===== src/rtl/uart_pkg.sv =====
// Shared definitions for the UART hex receive path: FSM states, ASCII hex
// range limits and the default bit period.
package uart_pkg;

  typedef enum logic [2:0] {
    IDLE,
    START,
    DATA,
    STOP,
    CLEANUP
  } rx_state_t;

  localparam logic [7:0] ASCII_0  = 8'h30;
  localparam logic [7:0] ASCII_9  = 8'h39;
  localparam logic [7:0] ASCII_UA = 8'h41;
  localparam logic [7:0] ASCII_UF = 8'h46;
  localparam logic [7:0] ASCII_LA = 8'h61;
  localparam logic [7:0] ASCII_LF = 8'h66;

  // 50 MHz / 115200 baud
  localparam int unsigned CLKS_PER_BIT_DEFAULT = 434;

endpackage


===== src/rtl/ascii_hex_decode.sv =====
// Combinational ASCII hex character decoder: '0'-'9', 'A'-'F', 'a'-'f'
// map to 0-15 with valid=1; anything else gives valid=0 and value=0.
module ascii_hex_decode
  import uart_pkg::*;
(
  input  logic [7:0] ch,
  output logic [3:0] value,
  output logic       valid
);

  always_comb begin
    value = '0;
    valid = 1'b0;
    if (ch >= ASCII_0 && ch <= ASCII_9) begin
      value = ch[3:0];
      valid = 1'b1;
    end else if ((ch >= ASCII_UA && ch <= ASCII_UF) ||
                 (ch >= ASCII_LA && ch <= ASCII_LF)) begin
      // Letters A-F/a-f have low nibble 1..6, so adding 9 yields 10..15.
      value = ch[3:0] + 4'd9;
      valid = 1'b1;
    end
  end

endmodule


===== src/rtl/uart_hex_rx.sv =====
// 8N1 UART receiver that decodes ASCII hex characters into nibbles, with a
// one-cycle rx_dv pulse per valid character and rx_err on bad frames/chars.
module uart_hex_rx
  import uart_pkg::*;
#(
  parameter int unsigned CLKS_PER_BIT = CLKS_PER_BIT_DEFAULT
) (
  input  logic       CLOCK_50,
  input  logic       rst,
  input  logic       rx_serial,
  output logic       rx_dv,
  output logic [3:0] rx_nibble,
  output logic       rx_err
);

  localparam int unsigned CW = $clog2(CLKS_PER_BIT);
  localparam logic [CW-1:0] BIT_LAST = CW'(CLKS_PER_BIT - 1);
  // The IDLE cycle that sees the start edge counts as cycle 0 of the start
  // bit, so the counter (cleared there) reaches H-1 at t0+H.
  localparam logic [CW-1:0] HALF_LAST = CW'((CLKS_PER_BIT - 1) / 2 - 1);

  logic [1:0]    sync_q;
  logic          rxs;
  rx_state_t     state;
  logic [CW-1:0] cnt;
  logic [7:0]    shreg;
  logic [2:0]    bit_idx;
  logic          armed;
  logic [3:0]    dec_value;
  logic          dec_valid;

  assign rxs = sync_q[1];

  ascii_hex_decode u_decode (
    .ch    (shreg),
    .value (dec_value),
    .valid (dec_valid)
  );

  always_ff @(posedge CLOCK_50) begin
    if (rst) begin
      sync_q    <= '1;
      state     <= IDLE;
      cnt       <= '0;
      shreg     <= '0;
      bit_idx   <= '0;
      armed     <= 1'b0;
      rx_dv     <= 1'b0;
      rx_err    <= 1'b0;
      rx_nibble <= '0;
    end else begin
      sync_q <= {sync_q[0], rx_serial};
      rx_dv  <= 1'b0;
      rx_err <= 1'b0;
      if (rxs) armed <= 1'b1;

      case (state)
        IDLE: begin
          cnt     <= '0;
          bit_idx <= '0;
          if (armed && !rxs) state <= START;
        end
        START: begin
          if (cnt == HALF_LAST) begin
            cnt   <= '0;
            state <= rxs ? IDLE : DATA;
          end else begin
            cnt <= cnt + 1'b1;
          end
        end
        DATA: begin
          if (cnt == BIT_LAST) begin
            cnt     <= '0;
            shreg   <= {rxs, shreg[7:1]};
            bit_idx <= bit_idx + 1'b1;
            if (bit_idx == 3'd7) state <= STOP;
          end else begin
            cnt <= cnt + 1'b1;
          end
        end
        STOP: begin
          if (cnt == BIT_LAST) begin
            cnt   <= '0;
            state <= CLEANUP;
            if (rxs) begin
              if (dec_valid) begin
                rx_dv     <= 1'b1;
                rx_nibble <= dec_value;
              end else begin
                rx_err <= 1'b1;
              end
            end else begin
              // Disarm so a held-low line (break) cannot start a new frame.
              rx_err <= 1'b1;
              armed  <= 1'b0;
            end
          end else begin
            cnt <= cnt + 1'b1;
          end
        end
        CLEANUP: state <= IDLE;
        default: state <= IDLE;
      endcase
    end
  end

endmodule


===== config.mk =====
export PLATFORM = sky130hd
export DESIGN_NAME = uart_hex_rx
export DESIGN_NICKNAME = d
export VERILOG_FILES = /design/src/rtl/uart_pkg.sv /design/src/rtl/ascii_hex_decode.sv /design/src/rtl/uart_hex_rx.sv
export SDC_FILE = /design/constraint.sdc
export NUM_CORES = 1
export LEC_CHECK = 0
export CAP_MARGIN = 20
export CORE_UTILIZATION = 30
export CTS_BUF_LIST = sky130_fd_sc_hd__clkbuf_4
export DETAILED_ROUTE_END_ITERATION = 7
export PLACE_DENSITY = 0.46
export SLEW_MARGIN = 10
export SYNTH_ARGS = -nofsm -noshare
export SYNTH_HDL_FRONTEND = slang
export SYNTH_SLANG_ARGS = --single-unit

===== constraint.sdc =====
create_clock -name CLOCK_50 -period 2.3 [get_ports CLOCK_50]
set_clock_uncertainty 0.15 [all_clocks]
set_input_delay 0.46 -clock CLOCK_50 [delete_from_list [all_inputs] [get_ports CLOCK_50]]
set_output_delay 0.46 -clock CLOCK_50 [all_outputs]
set_load 0.05 [all_outputs]

==> results of run 1 <==
-- through the flow --
step	utilization	cells	hold slack, ns	total power, mW
finish	0.3573	272	0.2670	1.016
detailed placement	0.3427	264	0.2503	0.5994
CTS	0.3573	272	0.2726	1.035
global route	0.3573	272	0.2947	1.072
floorplan	-	186	0.2332	0.5898
global placement	0.3427	264	0.2417	0.5985
-- layout make-up --
class	instances	area, um2
multi-input cells	141	997.2
flip-flops and latches	32	640.6
fillers	592	3517
inverters	4	15.01
repair buffers	15	132.6
clock buffers	6	45.04
well taps	72	90.09
clock inverters	2	35.03
-- flip-flops by register name, summed over array words and instances, names as in the netlist --
register   flops
cnt            9
rx_err         1
sync_q         2
state          3
shreg          8
rx_nibble      4
bit_idx        3
rx_dv          1
armed          1
-- logic make-up (layout without fill, tap and decap cells) --
kind of cell / after synthesis / after routing / synth area share
muxes: 15 / 15 / 0.09204
DFF: 32 / 32 / 0.3770
buffers and inverters: 13 / 27 / 0.03608
AOI/OAI and AO/OA: 39 / 39 / 0.1613
and+or+nand+nor: 80 / 80 / 0.2820
adders and majority gates: 7 / 7 / 0.05154
-- cell usage in the layout, fill, tap and decap left out, types with 2 or more instances in the layout --
cell	instances
inv_1	3
and4b_1	2
o31a_1	2
nand2_1	14
a211oi_1	2
o21bai_1	4
and3_2	2
nor3b_1	2
or3_1	2
dfxtp_1	32
o22ai_1	7
a21oi_1	12
clkdlybuf4s50_1	8
nor3_1	7
o21a_1	2
buf_4	7
nor2b_1	4
nor2_1	17
mux2i_1	13
or2_1	2
nand2b_1	4
nor4_1	4
nand3_1	3
ha_1	7
and2_1	4
clkbuf_4	6
o21ai_1	2
-- report_power, final --
part	switching, mW	internal (mW)	leakage, nW
Clock	0.190	0.240	0.0456
Sequential	0.00349	0.557	0.259
Combinational	0.0141	0.0113	0.493
-- per-layer routing --
metal | routed length [um] | up-vias | track usage
met5 | 0 | - | 0
met4 | 29 | 0 | 0.05660
met3 | 105 | 4 | 0.02976
met2 | 1898 | 16 | 0.2478
met1 | 1494 | 660 | 0.1428
li1 | - | 701 | -
-- worst paths after layout --
path	start	cells after the start	end	slack [ns]
max	shreg[0]	6	rx_nibble[2]	0.19
min	sync_q[0]	1	sync_q[1]	0.27
max reg2reg	shreg[0]	6	rx_nibble[2]	0.19
min reg2reg	sync_q[0]	1	sync_q[1]	0.27
-- worst register-to-register path: stages (launching register included) --
cell and delay [ns]:
dfxtp_1 0.47, inv_1 0.10, ha_1 0.23, o21bai_1 0.32
a21oi_2 0.13, o2111ai_4 0.28, mux2_4 0.33
==> results by group, run 1 <==
Power and ir drop
  – Maximum VDD drop: 0.2935 mV
  – PwrDens: 519.5 nW/um2
  – Lkg Pwr: 0.7970 nW

Routing
  – Via count: 1,381
  – Remaining antenna violation count after routing: 0
  – 1st-iter DRT viols: 52
  – Pre-Repair DR Iteration Count: 4
  – Remaining DRCs: 0
  – Post-detailed-route wirelength per cell: 12.97 um
  – Vias per cell: 5.077
  – Drt total wl: 3.528 mm

Worst setup path
  – Critical Path AT: 2.20 ns
  – CP Launch Type: flip-flop
  – Slowest cell delay on critical path: 0.47 ns
  – Worst Path Max Fanout: 7
  – Critical Path Slowest Stage Cell: dfxtp_1
  – Critical Path RT: 2.39 ns
  – Worst Setup End Kind: flip-flop
  – Crit-path cells: inv_1, ha_1, o21bai_1, a21oi_2, o2111ai_4, mux2_4
  – Kind of critical path: reg2reg
  – CP top delay family: compound AO/OA/AOI/OAI gates
  – CP bufs+invs: 1

Synthesis
  – Area contributors post-synth: dfxtp_1, mux2i_1, ha_1
  – Synthesized cell area: 1699 um2
  – Dominant cell type by area after synthesis: dfxtp_1
  – Gate count of the mapped netlist: 186
  – Top-count cell post-synth: dfxtp_1
  – Sequential share of the synthesized area: 0.3770
  – Synth Area per Inst: 9.135 um2
  – Post-synth EDFFs: 0
  – Synth Register Bits: 32
  – Ys flop type: dfxtp_1
  – Net Count, Synth: 196
  – Yosys Warn Count: 0
  – Asr flop ratio synth: 0
  – Unique cell type count in the Yosys netlist: 52
  – Synth top cells by count: dfxtp_1, nor2_1, nand2_1
  – Synth top area share: 0.3770

Clock tree
  – TritonCTS clock tree: built
  – Clock transition at path regs: 0.11 ns
  – CTS sink count: 32
  – Root buffer cell: clkbuf_4
  – Post-CTS setup repair buffer count: 0
  – Clock buffer depth: 2
  – CTS resizes: 0
  – Worst-Skew Late Latency: 0.33 ns
  – CTS Buf Count: 5
  – Hold_buf cts: 0
  – CTS H-tree depth: 2

Floorplanning
  – Die W: 77.26 um
  – Core Area: 5473 um2
  – Cell row count: 27
  – Initial Util: 0.3105
  – Die height: 77.26 um
  – Ports: 9
  – Die area: 5968 um2

STA
  – Setup_tns: 0 ns
  – Slew @ Worst Pin: 0.5036 ns
  – Final worst slack: 0.1896 ns
  – Endpoints failing setup: 0
  – Tcrit/Tclk final: 0.9175
  – Slew headroom: 0.6632
  – Final Max Slew Viols: 0
  – Final Critical Period: 2.110 ns
  – Final hold vios: 0
  – Fmax: 473.9 MHz
  – RSZ-0062 raised after global routing: no

Global routing
  – Largest net degree at the start of global routing: 25
  – Remaining Overflow, GRT: 0
  – First-pass GRT wire length: 6.327 mm
  – Total track usage: 0.1333
  – Initial antenna violation count: 0
  – Vias in the first global route: 1,436

Placed design
  – IO Port Bufs: 8
  – Dpl hpwl: 2.591 mm
  – Placer Congestion: 0.7605
  – Pre-CTS WS: 0.2047 ns
  – Placed Area: 1876 um2

Layout
  – Final antenna diode count: 0
  – Area grow syn2layout: 15.10%
  – Final Instance Area: 1956 um2
  – Layout cells sized above 1: 0.1300
  – Final nets: 209

Run status
  – Status: finished clean

Min path
  – Worst Hold Class: reg2reg

Job
  – Max cap viols: 0
Power figures use the tool's default switching activity.
==> run 2: changes to the inputs <==
--- a/config.mk
+++ b/config.mk
@@ -6,10 +6,11 @@
 export NUM_CORES = 1
 export LEC_CHECK = 0
 export CAP_MARGIN = 20
-export CORE_UTILIZATION = 30
+export CORE_UTILIZATION = 55
 export CTS_BUF_LIST = sky130_fd_sc_hd__clkbuf_4
 export DETAILED_ROUTE_END_ITERATION = 7
-export PLACE_DENSITY = 0.46
+export GPL_TIMING_DRIVEN = 0
+export PLACE_DENSITY = 0.77
 export SLEW_MARGIN = 10
 export SYNTH_ARGS = -nofsm -noshare
 export SYNTH_HDL_FRONTEND = slang
==> constraint.sdc (replaced) <==
create_clock -name CLOCK_50 -period 1.8 [get_ports CLOCK_50]
set_clock_uncertainty 0.15 [all_clocks]
set_input_delay 0.36 -clock CLOCK_50 [delete_from_list [all_inputs] [get_ports CLOCK_50]]
set_output_delay 0.36 -clock CLOCK_50 [all_outputs]
set_load 0.05 [all_outputs]
==> results by group, run 2 (synthesis gave the netlist of run 1 again) <==
Routing
  – 1st-iter DRT viols: 95
  – Remaining antenna violation count after routing: 0
  – Remaining DRCs: 1
  – Pre-Repair DR Iteration Count: 8
  – Drt total wl: 4.017 mm
  – Post-detailed-route wirelength per cell: 16.74 um
  – Via count: 1,483
  – Vias per cell: 6.179

Layout
  – Final antenna diode count: 0
  – Final nets: 218
  – Multi-input logic area: 1141 um2
  – Final Instance Area: 2126 um2
  – # fillers: 212
  – Register Area: 669.4 um2
  – Biggest regs: cnt x9, shreg x8, rx_nibble x4
  – Flip-flop count of the largest register after layout: 9
  – Area grow syn2layout: 25.11%
  – Largest register by flop count: cnt
  – Most used cells in the layout excluding fill and tap cells: dfxtp_1, nor2_1, nand2_1
  – Cell Count, Final, Fillers Out: 240
  – Layout cells sized above 1: 0.3014
  – Most common cell after layout, fill and taps aside: dfxtp_1

Placed design
  – Dpl hpwl: 2.394 mm
  – Inst Count DP: 224
  – Placed Area: 1823 um2
  – IO Port Bufs: 7
  – Placer Congestion: 0.8521

Floorplanning
  – Die height: 57.58 um
  – Die W: 57.58 um
  – Die area: 3315 um2
  – Cell row count: 19
  – Initial Util: 0.5956
  – Ports: 9
  – Core Area: 2853 um2

Power and ir drop
  – Lkg Pwr: 0.9865 nW
  – Cell Int Power: 0.8986 mW
  – Sw frac: 0.2254
  – Flop pwr share: 0.611
  – PwrDens: 545.7 nW/um2
  – Maximum VDD drop: 0.4172 mV
  – Clock power share: 0.358
  – Fraction of power consumed by combinational cells: 0.031
  – Switching power: 0.2615 mW

Clock tree
  – Root buffer cell: clkbuf_4
  – CTS sink count: 32
  – Worst-Skew Late Latency: 0.33 ns
  – TritonCTS clock tree: built
  – CTS Buf Count: 5
  – Hold_buf cts: 0
  – CTS H-tree depth: 2
  – Clock buffer depth: 2
  – Clock transition at path regs: 0.10 ns

Worst setup path
  – Crit-path cells: or4b_4, o311a_4, buf_8, o22ai_2, a21oi_1
  – Critical Path Slowest Stage Cell: or4b_4
  – RR Startpoint: cnt[3]
  – Worst Path Max Fanout: 5
  – FF-to-FF End: cnt[6]
  – CP Launch Type: flip-flop
  – CP bufs+invs: 1
  – FF-to-FF path depth: 5
  – Critical Path RT: 1.85 ns
  – Critical Path AT: 1.92 ns
  – Reg2reg setup slack: -0.07 ns
  – Slowest cell delay on critical path: 0.51 ns
  – Crit. path cell count: 5
  – Critical path origin: cnt[3]
  – Critical Path End: cnt[6]
  – Kind of critical path: reg2reg
  – Worst Setup End Kind: flip-flop
  – CP top delay family: compound AO/OA/AOI/OAI gates

STA
  – Slew @ Worst Pin: 0.4852 ns
  – Tcrit/Tclk final: 1.036
  – Final hold vios: 0
  – Final Max Slew Viols: 0
  – Slew headroom: 0.6778
  – Final Critical Period: 1.865 ns
  – Endpoints failing setup: 11
  – RSZ-0062 raised after global routing: yes
  – Final worst slack: -0.06508 ns
  – Fmax: 536.2 MHz
  – Setup_tns: -0.4401 ns

Global routing
  – Largest net degree at the start of global routing: 11
  – Remaining Overflow, GRT: 0
  – Initial antenna violation count: 0
  – Total track usage: 0.2486
  – Vias in the first global route: 1,374
  – First-pass GRT wire length: 6.258 mm

Min path
  – Worst Hold Class: in2reg

Job
  – Max cap viols: 0

Run status
  – Violations in the final reports: DRC, setup timing
  – Status: complete, but fails checks
==> run 2: worst min-delay path: cells and delay by family <==
family	cells	cell delay, ns
buffers and inverters	1	0.14
and+or+nand+nor	1	0.11
muxes	1	0.06
==> run 2: through the flow <==
step	setup slack [ns]	hold slack, ns	utilization	total power [mW]
after floorplan	-0.03702	0.2332	-	0.7537
after CTS	-0.1203	0.2310	0.7022	1.168
after global routing	-0.1270	0.2518	0.7452	1.202
after detailed placement	-0.1825	0.2549	0.6390	0.7640
final	-0.06508	0.2457	0.7452	1.160
after global placement	-0.1322	0.2498	0.6390	0.7625
==> run 2: how the worst min path moves through the flow <==
| stage | startpoint | to | cells after the start |
|---|---|---|---|
| 2_1_floorplan | sync_q[0] | sync_q[1] | 1 |
| 3_3_place_gp | sync_q[0] | sync_q[1] | 1 |
| 3_5_place_dp | sync_q[0] | sync_q[1] | 1 |
| 4_1_cts | rst | rx_nibble[3] | 3 |
| 5_1_grt | rst | state[2] | 2 |
| 6_report | rst | rx_nibble[3] | 3 |
==> run 2: layout make-up <==
cell class,instances,area share
buffer,8,0.02825
clock buffer,7,0.02472
clock inverter,1,0.001766
inverter,4,0.007063
multi-input combinational,141,0.5368
sequential,32,0.3149
tap,31,0.01825
timing repair buffer,16,0.06828
==> run 2: per-layer routing <==
layer	global-route usage	wire length [um]	vias to the layer above
met3	0.06122	188	9
met5	0	0	-
li1	-	-	718
met4	0.09408	66	0
met2	0.3904	1948	40
met1	0.3296	1814	716
==> run 2: timing repair <==
action,CTS,global route
gates resized for setup,30,31
endpoints found under the setup margin,30,26
buffers inserted,6,1
pin swaps,15,10
cloned,1,1
==> run 2: power groups by stage <==
stage	logic (mW)	registers, mW	clock network, mW
after floorplan	0.0220	0.732	0
after global placement	0.0296	0.733	0
after detailed placement	0.0311	0.733	0
after CTS	0.0338	0.713	0.421
after global routing	0.0392	0.709	0.454
final	0.0362	0.708	0.415
